--- config.mk ---
export PLATFORM = sky130hd
export DESIGN_NAME = mem_port_arbiter_flat
export DESIGN_NICKNAME = d
export VERILOG_FILES = /design/src/rtl/mem_port_arbiter_if.sv /design/src/rtl/mem_port_arbiter.sv /design/src/flat_wrapper.sv
export SDC_FILE = /design/constraint.sdc
export NUM_CORES = 1
export LEC_CHECK = 0
export ABC_AREA = 1
export CELL_PAD_IN_SITES_DETAIL_PLACEMENT = 0
export CELL_PAD_IN_SITES_GLOBAL_PLACEMENT = 2
export CORE_MARGIN = 8
export CORE_UTILIZATION = 10
export CTS_CLUSTER_DIAMETER = 150
export DETAILED_ROUTE_END_ITERATION = 7
export GPL_TIMING_DRIVEN = 0
export PLACE_DENSITY_LB_ADDON = 0.1
export SLEW_MARGIN = 20
export SYNTH_ARGS = -nofsm -noshare
export SYNTH_HDL_FRONTEND = slang
export SYNTH_SLANG_ARGS = --single-unit
--- constraint.sdc ---
create_clock -name clk -period 3.52 [get_ports clk]
set_input_delay 0.704 -clock clk [delete_from_list [all_inputs] [get_ports clk]]
set_output_delay 0.704 -clock clk [all_outputs]
set_load 0.05 [all_outputs]
--- src/rtl/mem_port_arbiter_if.sv ---
// Bundle of the fetch, load/store and unified-memory handshake signals that
// pass through the memory port arbiter. The arbiter connects via the slave
// modport; the requesters and memory model connect via the master modport.
interface mem_port_arbiter_if #(
   parameter int ADDR_W = 64,
   parameter int DATA_W = 64
);
   // fetch requester
   logic                instr_req_i;
   logic [ADDR_W-1:0]   instr_addr_i;
   logic                instr_gnt_o;
   logic                instr_rsp_valid_o;
   logic [31:0]         instr_rdata_o;

   // load/store requester
   logic                data_req_i;
   logic [ADDR_W-1:0]   data_addr_i;
   logic                data_we_i;
   logic [DATA_W-1:0]   data_wdata_i;
   logic [DATA_W/8-1:0] data_be_i;
   logic                data_gnt_o;
   logic                data_rsp_valid_o;
   logic [DATA_W-1:0]   data_rdata_o;

   // unified memory port
   logic                mem_req_o;
   logic [ADDR_W-1:0]   mem_addr_o;
   logic                mem_we_o;
   logic [DATA_W-1:0]   mem_wdata_o;
   logic [DATA_W/8-1:0] mem_be_o;
   logic                mem_gnt_i;
   logic                mem_rsp_valid_i;
   logic [DATA_W-1:0]   mem_rdata_i;

   modport slave (
      input  instr_req_i, instr_addr_i,
      input  data_req_i, data_addr_i, data_we_i, data_wdata_i, data_be_i,
      input  mem_gnt_i, mem_rsp_valid_i, mem_rdata_i,
      output instr_gnt_o, instr_rsp_valid_o, instr_rdata_o,
      output data_gnt_o, data_rsp_valid_o, data_rdata_o,
      output mem_req_o, mem_addr_o, mem_we_o, mem_wdata_o, mem_be_o
   );

   modport master (
      output instr_req_i, instr_addr_i,
      output data_req_i, data_addr_i, data_we_i, data_wdata_i, data_be_i,
      output mem_gnt_i, mem_rsp_valid_i, mem_rdata_i,
      input  instr_gnt_o, instr_rsp_valid_o, instr_rdata_o,
      input  data_gnt_o, data_rsp_valid_o, data_rdata_o,
      input  mem_req_o, mem_addr_o, mem_we_o, mem_wdata_o, mem_be_o
   );
endinterface

--- src/rtl/mem_port_arbiter.sv ---
// Shares the single memory port between instruction fetch and load/store.
// One transaction in flight at a time; data wins ties, but fetch is forced
// through after STARVE_LIMIT consecutive data grants made while it waited.
// A request that was presented but not granted is locked so the memory
// never sees the requester switch mid-handshake.
module mem_port_arbiter #(
   parameter int ADDR_W       = 64,
   parameter int DATA_W       = 64,
   parameter int STARVE_LIMIT = 4
) (
   input  logic             clk,
   input  logic             reset,
   mem_port_arbiter_if.slave bus
);

   typedef enum logic [0:0] {
      IDLE     = 1'b0,
      WAIT_RSP = 1'b1
   } state_t;

   typedef enum logic [1:0] {
      OWN_NONE  = 2'd0,
      OWN_INSTR = 2'd1,
      OWN_DATA  = 2'd2
   } owner_t;

   localparam logic [3:0] LIMIT_C = 4'(STARVE_LIMIT);

   state_t      state_r;
   state_t      state_s;
   owner_t      owner_r;
   owner_t      lock_sel_r;
   owner_t      sel_s;
   logic        lock_r;
   logic        addr2_r;
   logic [3:0]  starve_cnt_r;
   logic        mem_req_s;
   logic        grant_s;
   logic        rsp_s;
   logic        live_s;

   // Picks the 32-bit instruction word out of the 64-bit memory beat.
   function automatic logic [31:0] pick_word(input logic [63:0] rdata, input logic upper);
      logic [31:0] word;
      if (upper) begin
         word = rdata[63:32];
      end else begin
         word = rdata[31:0];
      end
      return word;
   endfunction

   // Outputs are forced quiet for as long as reset is held.
   assign live_s = ~reset;

   // Requester selection: a locked choice sticks, otherwise starvation, then data, then fetch.
   always_comb begin
      sel_s = OWN_NONE;
      if (lock_r) begin
         sel_s = lock_sel_r;
      end else if ((starve_cnt_r == LIMIT_C) && bus.instr_req_i) begin
         sel_s = OWN_INSTR;
      end else if (bus.data_req_i) begin
         sel_s = OWN_DATA;
      end else if (bus.instr_req_i) begin
         sel_s = OWN_INSTR;
      end else begin
         sel_s = OWN_NONE;
      end
   end

   // FSM next-state and handshake decode.
   always_comb begin
      state_s   = state_r;
      mem_req_s = 1'b0;
      grant_s   = 1'b0;
      rsp_s     = 1'b0;
      case (state_r)
         IDLE: begin
            mem_req_s = (sel_s != OWN_NONE);
            grant_s   = mem_req_s && bus.mem_gnt_i;
            if (grant_s) begin
               state_s = WAIT_RSP;
            end else begin
               state_s = IDLE;
            end
         end
         WAIT_RSP: begin
            rsp_s = bus.mem_rsp_valid_i;
            if (rsp_s) begin
               state_s = IDLE;
            end else begin
               state_s = WAIT_RSP;
            end
         end
         default: begin
            state_s = IDLE;
         end
      endcase
   end

   // FSM state register.
   always_ff @(posedge clk or posedge reset) begin
      if (reset) begin
         state_r <= IDLE;
      end else begin
         state_r <= state_s;
      end
   end

   // Ownership, lock and starvation bookkeeping, updated on grant/no-grant/response.
   always_ff @(posedge clk or posedge reset) begin
      if (reset) begin
         owner_r      <= OWN_NONE;
         lock_sel_r   <= OWN_NONE;
         lock_r       <= 1'b0;
         addr2_r      <= 1'b0;
         starve_cnt_r <= 4'd0;
      end else if (state_r == IDLE) begin
         if (grant_s) begin
            owner_r    <= sel_s;
            addr2_r    <= bus.instr_addr_i[2];
            lock_r     <= 1'b0;
            lock_sel_r <= OWN_NONE;
            if (sel_s == OWN_INSTR) begin
               starve_cnt_r <= 4'd0;
            end else if (bus.instr_req_i) begin
               if (starve_cnt_r != LIMIT_C) begin
                  starve_cnt_r <= starve_cnt_r + 4'd1;
               end else begin
                  starve_cnt_r <= starve_cnt_r;
               end
            end else begin
               starve_cnt_r <= 4'd0;
            end
         end else if (mem_req_s) begin
            lock_r     <= 1'b1;
            lock_sel_r <= sel_s;
         end else begin
            lock_r <= lock_r;
         end
      end else if (rsp_s) begin
         owner_r <= OWN_NONE;
      end else begin
         owner_r <= owner_r;
      end
   end

   // Memory-side request mux and requester-side grant/response routing.
   always_comb begin
      bus.mem_req_o         = 1'b0;
      bus.mem_addr_o        = {ADDR_W{1'b0}};
      bus.mem_we_o          = 1'b0;
      bus.mem_wdata_o       = {DATA_W{1'b0}};
      bus.mem_be_o          = {(DATA_W/8){1'b0}};
      bus.instr_gnt_o       = 1'b0;
      bus.data_gnt_o        = 1'b0;
      bus.instr_rsp_valid_o = 1'b0;
      bus.data_rsp_valid_o  = 1'b0;
      bus.instr_rdata_o     = 32'd0;
      bus.data_rdata_o      = {DATA_W{1'b0}};
      if (live_s && mem_req_s) begin
         bus.mem_req_o = 1'b1;
         if (sel_s == OWN_DATA) begin
            bus.mem_addr_o  = bus.data_addr_i;
            bus.mem_we_o    = bus.data_we_i;
            bus.mem_wdata_o = bus.data_wdata_i;
            bus.mem_be_o    = bus.data_be_i;
            bus.data_gnt_o  = grant_s;
         end else begin
            bus.mem_addr_o  = bus.instr_addr_i;
            bus.instr_gnt_o = grant_s;
         end
      end else begin
         bus.mem_req_o = 1'b0;
      end
      if (live_s && rsp_s && (owner_r == OWN_INSTR)) begin
         bus.instr_rsp_valid_o = 1'b1;
         bus.instr_rdata_o     = pick_word(bus.mem_rdata_i, addr2_r);
      end else if (live_s && rsp_s && (owner_r == OWN_DATA)) begin
         bus.data_rsp_valid_o = 1'b1;
         bus.data_rdata_o     = bus.mem_rdata_i;
      end else begin
         bus.instr_rsp_valid_o = 1'b0;
      end
   end

endmodule

--- src/flat_wrapper.sv ---
// flat-port wrapper written by rule: the top's interface ports become plain ports
module mem_port_arbiter_flat 
#(
   parameter int ADDR_W       = 64,
   parameter int DATA_W       = 64,
   parameter int STARVE_LIMIT = 4
)
  (clk, reset, bus_instr_req_i, bus_instr_addr_i, bus_data_req_i, bus_data_addr_i, bus_data_we_i, bus_data_wdata_i, bus_data_be_i, bus_mem_gnt_i, bus_mem_rsp_valid_i, bus_mem_rdata_i, bus_instr_gnt_o, bus_instr_rsp_valid_o, bus_instr_rdata_o, bus_data_gnt_o, bus_data_rsp_valid_o, bus_data_rdata_o, bus_mem_req_o, bus_mem_addr_o, bus_mem_we_o, bus_mem_wdata_o, bus_mem_be_o);
  mem_port_arbiter_if #(.ADDR_W(ADDR_W), .DATA_W(DATA_W)) bus_i ();
  input  logic clk;
  input  logic reset;
  input wire logic [$bits(bus_i.instr_req_i)-1:0] bus_instr_req_i;
  input wire logic [$bits(bus_i.instr_addr_i)-1:0] bus_instr_addr_i;
  input wire logic [$bits(bus_i.data_req_i)-1:0] bus_data_req_i;
  input wire logic [$bits(bus_i.data_addr_i)-1:0] bus_data_addr_i;
  input wire logic [$bits(bus_i.data_we_i)-1:0] bus_data_we_i;
  input wire logic [$bits(bus_i.data_wdata_i)-1:0] bus_data_wdata_i;
  input wire logic [$bits(bus_i.data_be_i)-1:0] bus_data_be_i;
  input wire logic [$bits(bus_i.mem_gnt_i)-1:0] bus_mem_gnt_i;
  input wire logic [$bits(bus_i.mem_rsp_valid_i)-1:0] bus_mem_rsp_valid_i;
  input wire logic [$bits(bus_i.mem_rdata_i)-1:0] bus_mem_rdata_i;
  output wire logic [$bits(bus_i.instr_gnt_o)-1:0] bus_instr_gnt_o;
  output wire logic [$bits(bus_i.instr_rsp_valid_o)-1:0] bus_instr_rsp_valid_o;
  output wire logic [$bits(bus_i.instr_rdata_o)-1:0] bus_instr_rdata_o;
  output wire logic [$bits(bus_i.data_gnt_o)-1:0] bus_data_gnt_o;
  output wire logic [$bits(bus_i.data_rsp_valid_o)-1:0] bus_data_rsp_valid_o;
  output wire logic [$bits(bus_i.data_rdata_o)-1:0] bus_data_rdata_o;
  output wire logic [$bits(bus_i.mem_req_o)-1:0] bus_mem_req_o;
  output wire logic [$bits(bus_i.mem_addr_o)-1:0] bus_mem_addr_o;
  output wire logic [$bits(bus_i.mem_we_o)-1:0] bus_mem_we_o;
  output wire logic [$bits(bus_i.mem_wdata_o)-1:0] bus_mem_wdata_o;
  output wire logic [$bits(bus_i.mem_be_o)-1:0] bus_mem_be_o;
  assign bus_i.instr_req_i = bus_instr_req_i;
  assign bus_i.instr_addr_i = bus_instr_addr_i;
  assign bus_i.data_req_i = bus_data_req_i;
  assign bus_i.data_addr_i = bus_data_addr_i;
  assign bus_i.data_we_i = bus_data_we_i;
  assign bus_i.data_wdata_i = bus_data_wdata_i;
  assign bus_i.data_be_i = bus_data_be_i;
  assign bus_i.mem_gnt_i = bus_mem_gnt_i;
  assign bus_i.mem_rsp_valid_i = bus_mem_rsp_valid_i;
  assign bus_i.mem_rdata_i = bus_mem_rdata_i;
  assign bus_instr_gnt_o = bus_i.instr_gnt_o;
  assign bus_instr_rsp_valid_o = bus_i.instr_rsp_valid_o;
  assign bus_instr_rdata_o = bus_i.instr_rdata_o;
  assign bus_data_gnt_o = bus_i.data_gnt_o;
  assign bus_data_rsp_valid_o = bus_i.data_rsp_valid_o;
  assign bus_data_rdata_o = bus_i.data_rdata_o;
  assign bus_mem_req_o = bus_i.mem_req_o;
  assign bus_mem_addr_o = bus_i.mem_addr_o;
  assign bus_mem_we_o = bus_i.mem_we_o;
  assign bus_mem_wdata_o = bus_i.mem_wdata_o;
  assign bus_mem_be_o = bus_i.mem_be_o;
  mem_port_arbiter #(.ADDR_W(ADDR_W), .DATA_W(DATA_W), .STARVE_LIMIT(STARVE_LIMIT)) u_core (.clk(clk), .reset(reset), .bus(bus_i));
endmodule
**Yosys cells after proc, flatten, opt, wreduce, memory -nomap -nowiden**

Cells that the tools add are included.

- Bits in registers: 11
- Input bits: 271
- Output and inout bits: 238
- Word-level logic and storage cells: 70

- Add/subtract/negate cells: 1
- Equal/unequal tests: 8
- Mux-type cells: 40
- Bitwise gates (word level): 2
- Reduce and logical (&&, ||, !) cells: 13

Operator list:

| operator | count |
|---|---|
| 64-bit two-way mux | 6 |
| 32-bit two-way mux | 2 |
| 1-bit two-way mux | 18 |
| 2-bit two-way mux | 8 |
| 8-bit two-way mux | 2 |
| 4-bit two-way mux | 3 |
| 1-bit logical AND | 6 |
| 2-bit AND reduction | 3 |
| 2-bit nonzero test | 3 |
| 4-bit by 1-bit adder with 4-bit output (second input constant) | 1 |
| 2-bit by 1-bit equality test with 1-bit output (second input constant) | 2 |
| 2-bit equality test (second input constant) | 2 |
| 4-bit by 3-bit equality test with 1-bit output (second input constant) | 1 |
| 4-bit by 3-bit inequality test with 1-bit output (second input constant) | 1 |
| 3-bit by 1-bit inequality test with 1-bit output (second input constant) | 1 |
| 3-bit AND reduction | 1 |
| 2-bit inequality test (second input constant) | 1 |
| 1-bit NOT | 2 |
| 1-bit case mux with 2 select lines | 1 |

**Longest topological paths before layout**

- Depth in word-level cells: 9
- Depth in mapped cells: 13

**Least setup slack after synthesis**

No wires, ideal clock.

- Kind: input-to-output
- Start point: input bus_mem_rsp_valid_i
- End point: output bus_instr_rdata_o[11]
- Arrival: 3.698 ns
- Required time: 2.816 ns
- Path slack: -0.882 ns
- Cell stages on the path: 7
- Buffers on the path: 1
- Cells stage by stage: nand2_1 nor2_1 inv_1 nor3_1 inv_1 clkbuf_1 a211oi_1

- Longest elaborated chain between the ends: 4

RTL lines:

| item | RTL line | source |
|---|---|---|
| start, declared | flat_wrapper.sv:20 | `input wire logic [$bits(bus_i.mem_rsp_valid_i)-1:0] bus_mem_rsp_valid_i;` |
| 1-bit two-way mux | mem_port_arbiter.sv:78 | `case (state_r)` |
| 1-bit logical AND (2 in series) | mem_port_arbiter.sv:177 | `if (live_s && rsp_s && (owner_r == OWN_INSTR)) begin` |
| 32-bit two-way mux | mem_port_arbiter.sv:177 |  |
| end, declared | flat_wrapper.sv:24 | `output wire logic [$bits(bus_i.instr_rdata_o)-1:0] bus_instr_rdata_o;` |

Every way passes these cells.

**Final worst setup path**

- Start point: input bus_mem_rsp_valid_i
- End point: output bus_data_rdata_o[52]

- Longest elaborated chain between the ends: 5
- Elaborated cells between the ends (all ways): 6
- Classes of those cells: mux (3); reduce/logical (3)

RTL lines:

| item | RTL line | source |
|---|---|---|
| 1-bit two-way mux (*) | mem_port_arbiter.sv:78 |  |
| 1-bit logical AND (*) | mem_port_arbiter.sv:177, mem_port_arbiter.sv:180 |  |
| 1-bit logical AND | mem_port_arbiter.sv:180 | `end else if (live_s && rsp_s && (owner_r == OWN_DATA)) begin` |
| 64-bit two-way mux | mem_port_arbiter.sv:180 |  |
| 64-bit two-way mux (*) | mem_port_arbiter.sv:177 |  |
| end, declared | flat_wrapper.sv:27 | `output wire logic [$bits(bus_i.data_rdata_o)-1:0] bus_data_rdata_o;` |

Mark *: on every way between the ends. The rest lies on a longest branch, timed or not.

==> flow_summary.toml <==
[outcome]
status = "complete, no violations"

[clock_tree]
cts_resized = 922
cts_tree = "built"
clock_tree.root_cell = "clkbuf_16"
cts_hold_buf = 0
clk_latency_ps = 240
cts_made_buffers = 3
clkSlewWorstSetupHoldPaths_ps = 40
cts_max_level = 1
postCtsSetupBuffers = 0
clock_path_buffers = 2
cts_sinks = 11

[final_layout]
layout_common_cells = "270 x clkdlybuf4s50_1, 230 x nand2_1, 182 x nor2_1"
layout_commonest_cell = "clkdlybuf4s50_1"
finish.utilization_pct = 25.5
design_area_um2 = 8740
multi_input_area_um2 = 2650
nNetsFinal = 1476
seqCellArea_um2 = 275
fin_cells = 1660
num-fill-cells = 3957
area.growth.synth_to_final_pct = 152
drive_gt1_share_pct = 29.0

[place]
hpwlAfterDp_um = 29400
dp_slack_ps = -672
place_area_um2 = 9280
place_congestion = 0.767
port_buffers = 508
dp.cells = 1653

[floorplanning]
pin_count = 509
num_rows = 68
initial_core_util_pct = 10.1
die_h_um = 202
die_w_um = 202
dieArea_um2 = 40800
core_um2 = 34300

[sta]
fin_crit_ps = 3350
rsz0062_at_grt = "false"
worst_pin_slew_ps = 822
setup_viol = 0
hold_viol = 0
final-max-slew-violation-count = 0
fin_skew_ps = 2.39
relSlewSlack_pct = 45.2
holdWs_ps = 495
fin_ws_ps = 173
min_period_over_period_pct = 95.1
max_freq_ghz = 0.299

[global_route]
antenna_found_initial = 5
busiest_layer = "met2"
grt_pass1_vias = 6399
use_met1_pct = 15.8
grt_pass1_wl_um = 47500
grt_use_total_pct = 15.3
grt_max_degree = 13
grt.overflow.total = 0
use_met3_pct = 5.56
use_met2_pct = 30.0

[logic_synthesis]
synth.area.top_cells = "nand2_1 25%, nor2_1 20%, a21oi_2 10%"
yosysTopAreaCell = "nand2_1"
ys_seq_area_share_pct = 7.95
synth_seq_cells = 11
yosys_warnings = 0
syn_area_um2 = 3460
synth_top_area_share_pct = 24.9
syn_inst = 690
syn-num-nets = 963
avgSynthCellArea_um2 = 5.02
synthDistinctLibCells = 24

[worst_setup_path]
startpoint_type = "primary input"
cp_top_family = "buffers and inverters"
end_kind = "primary output"
cp_slowest_stage_delay_ps = 500
cp_cell_sequence = "clkdlybuf4s50_1, nand2_1, nor2_1, nand3_1, clkbuf_1, buf_2, nor2_1, clkdlybuf4s15_1"
path_class = "primary input to primary output"
reg2reg_depth = 11
worst-path-stages = 8
crit-reg2reg-launch = "u_core.starve_cnt_r[0]"
endpoint = "bus_data_rdata_o[52]"
reg2reg_to = "u_core.starve_cnt_r[3]"
crit_start = "bus_mem_rsp_valid_i"
worst_path_max_delay_cell = "clkdlybuf4s15_1"
cp.required_ps = 2820
crit_top_cell = "nor2_1"
arrival_ps = 2640
critical_path_buf_inv_count = 4
worst-r2r-setup-slack_ps = 1650
cp_max_fo = 10

[routing]
drcViolationCount = 0
drt_iter0_markers = 166
route.vias.total = 6055
totalWireLength_um = 33300
viasPerCell = 3.65
wire_per_inst_um = 20.1
antenna_left = 0
dr.pass1.iters = 4

[power]
ir_drop_mv = 0.112
pwr_density_cell_nw_per_um2 = 81.3
p_leak_nw = 4.00

[run]
maxCapViolCount = 0

[min_path]
worstHoldPathType = "register to register"
==> per-stage QoR <==
step / setup TNS [ps] / total power [mW]
finish: 0 / 0.711
global route: 0 / 0.751
CTS: -134 / 0.720
detailed placement: -106850 / 0.501
global placement: -110840 / 0.499
floorplan: -561 / 0.188
==> layer usage <==
metal / vias up / part of all wire, %
met5: - / 0.096
met2: 240 / 54
li1: 3120 / -
met4: 6 / 0.59
met3: 15 / 9.1
met1: 2674 / 36
==> worst reg2reg max path: stages, from the launching register on <==
cell and delay (ps):
dfrtp_1 420, inv_1 80, ha_1 190, nand2_1 90, inv_2 40, nand2_2 80
nand2_1 60, nand2_2 90, nand2_2 110, a21oi_1 430, nand3_1 130, nand2_1 90
==> flip-flops by register name (all words and copies together) (netlist names) <==
signal	count
u_core.addr2_r	1
u_core.lock_r	1
u_core.lock_sel_r	2
u_core.owner_r	2
u_core.starve_cnt_r	4
u_core.state_r	1
==> worst min-delay path by stage <==
stage,from,endpoint,slack (ps),depth (start not counted)
2_1_floorplan,u_core.lock_sel_r[1],u_core.lock_sel_r[1],450,2
3_3_place_gp,u_core.lock_sel_r[1],u_core.lock_sel_r[1],480,2
3_5_place_dp,u_core.owner_r[0],u_core.owner_r[0],490,2
4_1_cts,u_core.owner_r[0],u_core.owner_r[0],500,2
5_1_grt,u_core.owner_r[0],u_core.owner_r[0],540,2
6_report,u_core.owner_r[0],u_core.owner_r[0],490,2
==> area by class of cell <==
class / count / share of cell area [%]
Clock buffer: 4 / 0.902
Tap cell: 455 / 6.51
Inverter: 83 / 3.57
Timing Repair Buffer: 508 / 50.5
Multi-Input combinational cell: 542 / 30.3
Antenna cell: 3 / 0.0859
Sequential cell: 11 / 3.15
Buffer: 54 / 4.97
==> kinds of logic after synthesis <==
family          count (synthesis)  share of synthesized area, %
compound gates                104                          21.7
flops                          11                          7.95
simple gates                  436                          49.1
buf+inv                       137                          20.5
fa+ha+maj                       2                         0.722
==> power breakdown <==
group / total, mW / leakage, nW / internal [mW] / switching, mW
combinational: 0.372 / 3.81 / 0.279 / 0.0929
clock: 0.211 / 0.0382 / 0.152 / 0.0591
sequential: 0.127 / 0.149 / 0.127 / 0.0000000000000000118
==> cell usage after synthesis, drive strengths merged <==
cell type / instances
dfrtp: 11
buf: 41
o21ai: 3
or2: 1
a211oi: 32
nand3: 12
ha: 2
nor2: 183
inv: 83
nand2: 237
nand4: 1
clkbuf: 13
a21boi: 1
a21oi: 68
nor3: 2
Power figures use the tool's default switching activity.
